## src/rtl/alu_arbiter.sv

```systemverilog
// -----------------------------------------------------------------------------
// alu_arbiter
// Round-robin arbiter/sequencer sharing one combinational ALU between two
// requesters. Each accepted operation is registered onto the ALU inputs, the
// ALU result/zero flag is captured one cycle later, and the response is held
// on a valid/ready channel until the consumer takes it.
//
// Ports:
//   clk, reset                  clock, synchronous active-high reset
//   reqN_valid/a/b/op           requester N operation (N = 0, 1)
//   reqN_ready                  requester N accepted this cycle (combinational)
//   resp_valid/ready            response handshake
//   resp_id/result/zero/err     response payload (err = unsupported op code)
//   alu_a/alu_b/alu_op          registered operands driven to the ALU
//   alu_result/alu_zero         combinational ALU outputs
// -----------------------------------------------------------------------------
module alu_arbiter #(
    parameter int unsigned WIDTH = 32
) (
    input  logic             clk,
    input  logic             reset,
    input  logic             req0_valid,
    input  logic [WIDTH-1:0] req0_a,
    input  logic [WIDTH-1:0] req0_b,
    input  logic [3:0]       req0_op,
    output logic             req0_ready,
    input  logic             req1_valid,
    input  logic [WIDTH-1:0] req1_a,
    input  logic [WIDTH-1:0] req1_b,
    input  logic [3:0]       req1_op,
    output logic             req1_ready,
    output logic             resp_valid,
    input  logic             resp_ready,
    output logic             resp_id,
    output logic [WIDTH-1:0] resp_result,
    output logic             resp_zero,
    output logic             resp_err,
    output logic [WIDTH-1:0] alu_a,
    output logic [WIDTH-1:0] alu_b,
    output logic [3:0]       alu_op,
    input  logic [WIDTH-1:0] alu_result,
    input  logic             alu_zero
);

    typedef enum logic [1:0] {
        IDLE = 2'd0,
        EXEC = 2'd1,
        RESP = 2'd2
    } state_t;

    state_t           state_q;
    logic             last_grant_q;
    logic             cur_id_q;
    logic [WIDTH-1:0] alu_a_q;
    logic [WIDTH-1:0] alu_b_q;
    logic [3:0]       alu_op_q;
    logic             resp_valid_q;
    logic             resp_id_q;
    logic [WIDTH-1:0] resp_result_q;
    logic             resp_zero_q;
    logic             resp_err_q;

    logic             any_valid;
    logic             grant_id;
    logic             accept;
    logic             op_supported;

    // Grant selection: a tie goes to the requester that did not win last time.
    always_comb begin
        any_valid = req0_valid | req1_valid;
        grant_id  = 1'b0;
        if (req0_valid && req1_valid) begin
            grant_id = ~last_grant_q;
        end else begin
            grant_id = req1_valid;
        end
        accept = (state_q == IDLE) && any_valid && !reset;
    end

    assign req0_ready = accept && !grant_id;
    assign req1_ready = accept &&  grant_id;

    // Encodings the ALU implements; anything else is reported as an error.
    always_comb begin
        op_supported = 1'b0;
        case (alu_op_q)
            4'b0000, 4'b0001, 4'b0010,
            4'b0110, 4'b0111, 4'b1100: op_supported = 1'b1;
            default:                   op_supported = 1'b0;
        endcase
    end

    // Sequencer: IDLE accepts, EXEC captures the ALU output, RESP holds it.
    always_ff @(posedge clk) begin
        if (reset) begin
            state_q       <= IDLE;
            last_grant_q  <= 1'b1;
            cur_id_q      <= 1'b0;
            alu_a_q       <= '0;
            alu_b_q       <= '0;
            alu_op_q      <= 4'b0000;
            resp_valid_q  <= 1'b0;
            resp_id_q     <= 1'b0;
            resp_result_q <= '0;
            resp_zero_q   <= 1'b0;
            resp_err_q    <= 1'b0;
        end else begin
            case (state_q)
                IDLE: begin
                    if (any_valid) begin
                        alu_a_q      <= grant_id ? req1_a  : req0_a;
                        alu_b_q      <= grant_id ? req1_b  : req0_b;
                        alu_op_q     <= grant_id ? req1_op : req0_op;
                        cur_id_q     <= grant_id;
                        last_grant_q <= grant_id;
                        state_q      <= EXEC;
                    end
                end
                EXEC: begin
                    resp_result_q <= alu_result;
                    resp_zero_q   <= alu_zero;
                    resp_err_q    <= !op_supported;
                    resp_id_q     <= cur_id_q;
                    resp_valid_q  <= 1'b1;
                    state_q       <= RESP;
                end
                RESP: begin
                    if (resp_ready) begin
                        resp_valid_q <= 1'b0;
                        state_q      <= IDLE;
                    end
                end
                default: begin
                    resp_valid_q <= 1'b0;
                    state_q      <= IDLE;
                end
            endcase
        end
    end

    assign alu_a       = alu_a_q;
    assign alu_b       = alu_b_q;
    assign alu_op      = alu_op_q;
    assign resp_valid  = resp_valid_q;
    assign resp_id     = resp_id_q;
    assign resp_result = resp_result_q;
    assign resp_zero   = resp_zero_q;
    assign resp_err    = resp_err_q;

endmodule

```

## config.mk

```make
export PLATFORM = sky130hd
export DESIGN_NAME = alu_arbiter
export DESIGN_NICKNAME = d
export VERILOG_FILES = /design/src/rtl/alu_arbiter.sv
export SDC_FILE = /design/constraint.sdc
export NUM_CORES = 1
export LEC_CHECK = 0
export CORE_ASPECT_RATIO = 1.1
export CORE_MARGIN = 2
export CORE_UTILIZATION = 37
export DETAILED_ROUTE_END_ITERATION = 8
export PLACE_DENSITY = 0.84
export SLEW_MARGIN = 20
export SYNTH_ARGS = -nofsm -noshare
export SYNTH_HDL_FRONTEND = slang
export SYNTH_SLANG_ARGS = --single-unit
```

## constraint.sdc

```tcl
create_clock -name clk -period 1.7 [get_ports clk]
set_input_delay 0.17 -clock clk [delete_from_list [all_inputs] [get_ports clk]]
set_output_delay 0.17 -clock clk [all_outputs]
set_load 0.01 [all_outputs]
```

==> results of run 1 <==
## cells by family (layout without fill, tap and decap cells)
kind of cell           Yosys count  in the layout
buffers and inverters           59            315
AND/OR/NAND/NOR                226            226
AO/OA/AOI/OAI                  177            177
flip-flops                     108            108
## repair_timing
| action | in CTS | in global routing |
|---|---|---|
| resized for setup | 2 | 4 |
| setup endpoints to repair | 2 | 28 |
| hold buffers | 0 | 0 |
| buffers inserted | 0 | 0 |
## per-stage QoR
stage / setup TNS, ns / hold WS (ns) / std cells / power (uW) / cell area, um^2
floorplan: 0 / 0.306 / 570 / 3910 / 4600
global placement: -7.95 / 0.407 / 964 / 5050 / 7580
detailed placement: -10.25 / 0.409 / 964 / 5090 / 7580
CTS: 0 / 0.0367 / 980 / 7160 / 7870
global route: 0 / 0.0405 / 980 / 7450 / 7870
finish: 0 / 0.0467 / 980 / 7080 / 7870
## final cells by class
type                    count  area, um^2
fillers                  1019        4210
clock buffers              12         267
flip-flops and latches    108        2160
multi-input cells         403        2190
repair buffers            299        3030
clock inverters             4        31.3
well taps                 154         193
## report_power, final
group / switching (uW) / internal (uW)
clock: 936 / 1120
combinational: 924 / 1150
sequential: 151 / 2800
## sequential cells by signal, indices dropped and copies added, names as in the netlist
signal / flops
alu_a: 32
resp_err: 1
last_grant_q: 1
resp_id: 1
resp_valid: 1
state_q: 2
resp_zero: 1
alu_b: 32
cur_id_q: 1
resp_result: 32
alu_op: 4
## cells in the final DEF, fill, tap and decap left out, drive strengths merged
cell,count
and2,1
a21bo,2
dfxtp,108
buf,21
a221o,1
nor2,6
clkbuf,13
nor3,3
nand2b,1
nand2,207
a21oi,104
or2,1
nor2b,4
inv,1
dlygate4sd2,1
o41ai,1
a311oi,68
clkinv,3
clkdlybuf4s50,276
a21boi,1
nand3b,1
and3b,2
## path summary, 6_finish.rpt
check / startpoint / end / slack, ns / depth (start not counted)
worst max-delay path: req0_valid / alu_a[22] / 0.11 / 6
worst min-delay path: reset / resp_result[26] / 0.05 / 2
worst max register to register: state_q[1] / alu_a[22] / 0.15 / 5
worst min register to register: resp_result[26] / resp_result[26] / 0.45 / 2
## Yosys cell counts
cell type / n
a21boi_2: 1
a311oi_1: 48
a21oi_1: 104
nor2b_1: 4
or2_1: 1
nor2_1: 6
nand3b_1: 1
and3b_1: 2
buf_6: 4
buf_1: 2
nand2_1: 207
a311oi_2: 20
nand2b_1: 1
buf_4: 1
dfxtp_1: 108
buf_2: 7
clkbuf_1: 45
and2_4: 1
nor3_1: 3
a221o_1: 1
o41ai_1: 1
a21bo_2: 2
## metal layers
metal  GRT usage  up-vias  routed length, um
met1       0.254     2329               5920
met2       0.386      222               7600
met3      0.0741       39               1510
met4      0.0930        0                489
met5           0        -                  0
li1            -     2498                  -
## critical path: stages
cell and delay, ns:
clkdlybuf4s50_1 0.49, or2_2 0.32, buf_4 0.19, and2_4 0.19
buf_12 0.17, a311oi_1 0.28
==> results.cfg, run 1 <==
[outcome]
status = finished, final reports clean

[synth]
synth_top_family_by_area = compound AO/OA/AOI/OAI gates
yosysTopAreaCellShare = 0.470
avgSynthCellArea_um2 = 8.08
yosys_warnings = 0
yosys-top-cells-area = dfxtp_1, nand2_1, a21oi_1
synth-xor-area-share = 0
yosys_register_bits = 108
synth_mux_area_frac = 0
synth_top_area_cell = dfxtp_1
seq_area_frac_synth = 0.470
syn_area_um2 = 4600
syn-instance-count = 570
synth_simple_gate_area_frac = 0.192
synth_compound_area_frac = 0.281
synthAdderAreaFrac = 0
yosysUniqueCellTypes = 22
synthesis.nets = 744

[critical_path]
arrival_ns = 1.83
required_ns = 1.94
cp-end-kind = flip-flop
cp_max_fo = 39
crit_type = primary input to flip-flop
worst_setup_path_start_kind = primary input

[drt]
routed_via_density = 5.19
wl_um = 15500
wire_per_inst_um = 15.8
dr.pass1.iters = 4
dr.first_iter.drc_count = 252
drc = 0
ant_nets = 0
vias = 5088

[cts]
htree_levels = 3
cts_made_buffers = 9
cts_tree = built
worst_skew_pair.late_latency_ns = 0.34
root_buffer = clkbuf_16
clockBufferDepth = 2
path_clk_slew_ns = 0.07
cts_sinks = 108

[place]
dp_slack_ns = -0.229
dpl.hpwl_um = 11400
place_congestion = 0.854
numPortBuffers = 279

[sta]
setup_viol = 0
finalMaxSlewViolations = 0
setup_ws_ns = 0.105
maxSlewHeadroom = 0.692
period_share = 0.938
worstMarginPinSlew_ns = 0.462
clock_skew_ns = 0.00724
fmax_mhz = 627
finalCriticalPeriod_ns = 1.59
hold_viol_final = 0
rsz0062_at_grt = false

[power_and_ir_drop]
power-per-cell-area_nw_per_um2 = 900
ir_drop_mv = 0.456
leakagePower_uw = 0.00292

[die]
fp.dieH_um = 121
start_util = 0.381
num_io_pins = 280
chipWidth_um = 110
core_area_um2 = 12100
die_area_um2 = 13400
placementRows = 42

[global_route]
grt_pass1_vias = 4739
grt_pass1_wl_um = 23500
globalRouteOverflowTotal = 0
grt_max_degree = 78
grt_antenna_before_repair = 0
grt_usage = 0.225

[cells_and_area]
drive_gt1_frac = 0.0787
fin_util = 0.651
n_antenna_cell = 0
layout.nets = 995
syn_to_final_growth_pct = 71.0

[run]
max-cap-violations = 0

[hold_path]
hp-class = primary input to flip-flop
(Power assumes the default switching activity.)
==> inputs of run 2 (changes only) <==
--- a/config.mk
+++ b/config.mk
@@ -6,7 +6,6 @@
 export NUM_CORES = 1
 export LEC_CHECK = 0
 export CORE_ASPECT_RATIO = 1.1
-export CORE_MARGIN = 2
 export CORE_UTILIZATION = 37
 export DETAILED_ROUTE_END_ITERATION = 8
 export PLACE_DENSITY = 0.84
==> constraint.sdc (replaced) <==
create_clock -name clk -period 1.7 [get_ports clk]
set_input_delay 0.17 -clock clk [delete_from_list [all_inputs] [get_ports clk]]
set_output_delay 0.17 -clock clk [all_outputs]
set_load 0.02 [all_outputs]
==> results.cfg, run 2 (synthesis gave the netlist of run 1 again) <==
[critical_path]
cp-end-kind = output pin
arrival_ns = 1.43
reg2reg_from = state_q[1]
cp_max_fo = 5
crit_end = req1_ready
worst_setup_path_start_kind = flip-flop
reg2reg_depth = 5
crit_type = flip-flop to output pin
crit_start = last_grant_q
worstPathCellList = a21boi_4 > nand2_1 > nor2_1 > clkdlybuf4s15_1
r2r_slack_ns = 0.17
required_ns = 1.53
critPathMaxStageDelay_ns = 0.36
critical-path-slowest-cell = dfxtp_1
reg2reg_to = alu_a[0]

[place]
place_congestion = 0.810
numPortBuffers = 279
dpl.hpwl_um = 10600
dpl-instance-area_um2 = 7560

[die]
die_area_um2 = 12900
core_area_um2 = 12100
fp.dieH_um = 119
chipWidth_um = 108
placementRows = 42
start_util = 0.381
num_io_pins = 280

[sta]
rsz0062_at_grt = false
finalMaxSlewViolations = 0
hold_viol_final = 0
maxSlewHeadroom = 0.683
worstMarginPinSlew_ns = 0.476
tns_ns = 0
finalCriticalPeriod_ns = 1.60
clock_skew_ns = 0.00950
fmax_mhz = 623
setup_viol = 0
period_share = 0.944

[global_route]
grt_antenna_before_repair = 0
grt_pass1_wl_um = 24100
grt_pass1_vias = 4953
grt_usage = 0.235
grt_max_degree = 77
globalRouteOverflowTotal = 0

[power_and_ir_drop]
total_power_uw = 7180
leakagePower_uw = 0.00290
power_frac_comb = 0.316
intPower_uw = 4980
swShare = 0.306
clock_power_share = 0.274
power.switching_uw = 2200
ir_drop_mv = 0.519
seq_power_share = 0.410
power-per-cell-area_nw_per_um2 = 916

[cts]
cts_made_buffers = 9
cts_hold_buffers = 0
root_buffer = clkbuf_16
cts_tree = built
clockBufferDepth = 2
worst_skew_pair.late_latency_ns = 0.34
htree_levels = 3
path_clk_slew_ns = 0.07
cts_sinks = 108

[cells_and_area]
mostFrequentLayoutCells = clkdlybuf4s50_1, nand2_1, dfxtp_1
drive_gt1_frac = 0.0776
fin_util = 0.649
final_common_cell = clkdlybuf4s50_1
syn_to_final_growth_pct = 70.4
design_area_um2 = 7840
layout.nets = 995
n_antenna_cell = 0

[drt]
routed_via_density = 5.13
ant_nets = 0
dr.pass1.iters = 4
wire_per_inst_um = 15.4
vias = 5027
dr.first_iter.drc_count = 325
wl_um = 15100
drc = 0

[outcome]
status = finished, final reports clean

[hold_path]
hp-class = primary input to flip-flop

[run]
max-cap-violations = 0
[run 2: per-stage QoR]
step | worst slack (ns) | cells | hold slack, ns
after CTS | 0.0261 | 978 | 0.0598
after floorplan | 0.0720 | 570 | 0.306
final | 0.0953 | 979 | 0.0636
after global routing | 0.00520 | 979 | 0.0496
after detailed placement | -0.260 | 963 | 0.425
after global placement | -0.220 | 963 | 0.422
[run 2: cell type report]
cell class / count / area (um^2)
clock inverter: 5 / 36.3
timing repair buffer: 299 / 3020
clock buffer: 10 / 239
sequential: 108 / 2160
multi-input combinational: 403 / 2190
tap: 154 / 193
fill: 1028 / 4240
[run 2: how the worst min path moves through the flow]
stage / from / to / slack [ns] / depth (start not counted)
3_5_place_dp: reset / cur_id_q / 0.42 / 2
5_1_grt: reset / cur_id_q / 0.05 / 2
3_3_place_gp: reset / cur_id_q / 0.42 / 2
4_1_cts: reset / cur_id_q / 0.06 / 2
2_1_floorplan: alu_result[0] / resp_result[0] / 0.31 / 2
6_report: reset / cur_id_q / 0.06 / 2
[run 2: power groups by stage]
stage	Combinational, uW	Clock [uW]	Sequential (uW)
floorplan	801	0	3300
global placement	2250	0	2990
detailed placement	2270	0	3000
CTS	2280	2030	2950
global route	2430	2130	2980
finish	2270	1970	2950
[run 2: repair_timing]
item / 4_1_cts / 5_1_grt
resized for setup: 2 / 6
setup endpoints to repair: 2 / 6
hold endpoints to repair: 0 / 0
buffers inserted: 0 / 1
gates cloned: 0 / 0
pin swaps: 0 / 1
[run 2: per-layer routing]
metal | GRT usage | part of all wire | routed length [um]
met1 | 0.268 | 0.40 | 6070
met2 | 0.408 | 0.49 | 7370
met3 | 0.0657 | 0.079 | 1190
met4 | 0.0921 | 0.032 | 487
met5 | 0 | 0 | 0
[run 2: critical path, delay by kind of cell, from the launching register on]
kind                   cells  cell delay (ns)
AND/OR/NAND/NOR            2             0.22
flip-flops                 1             0.36
buffers and inverters      1             0.30
AO/OA/AOI/OAI              1             0.22
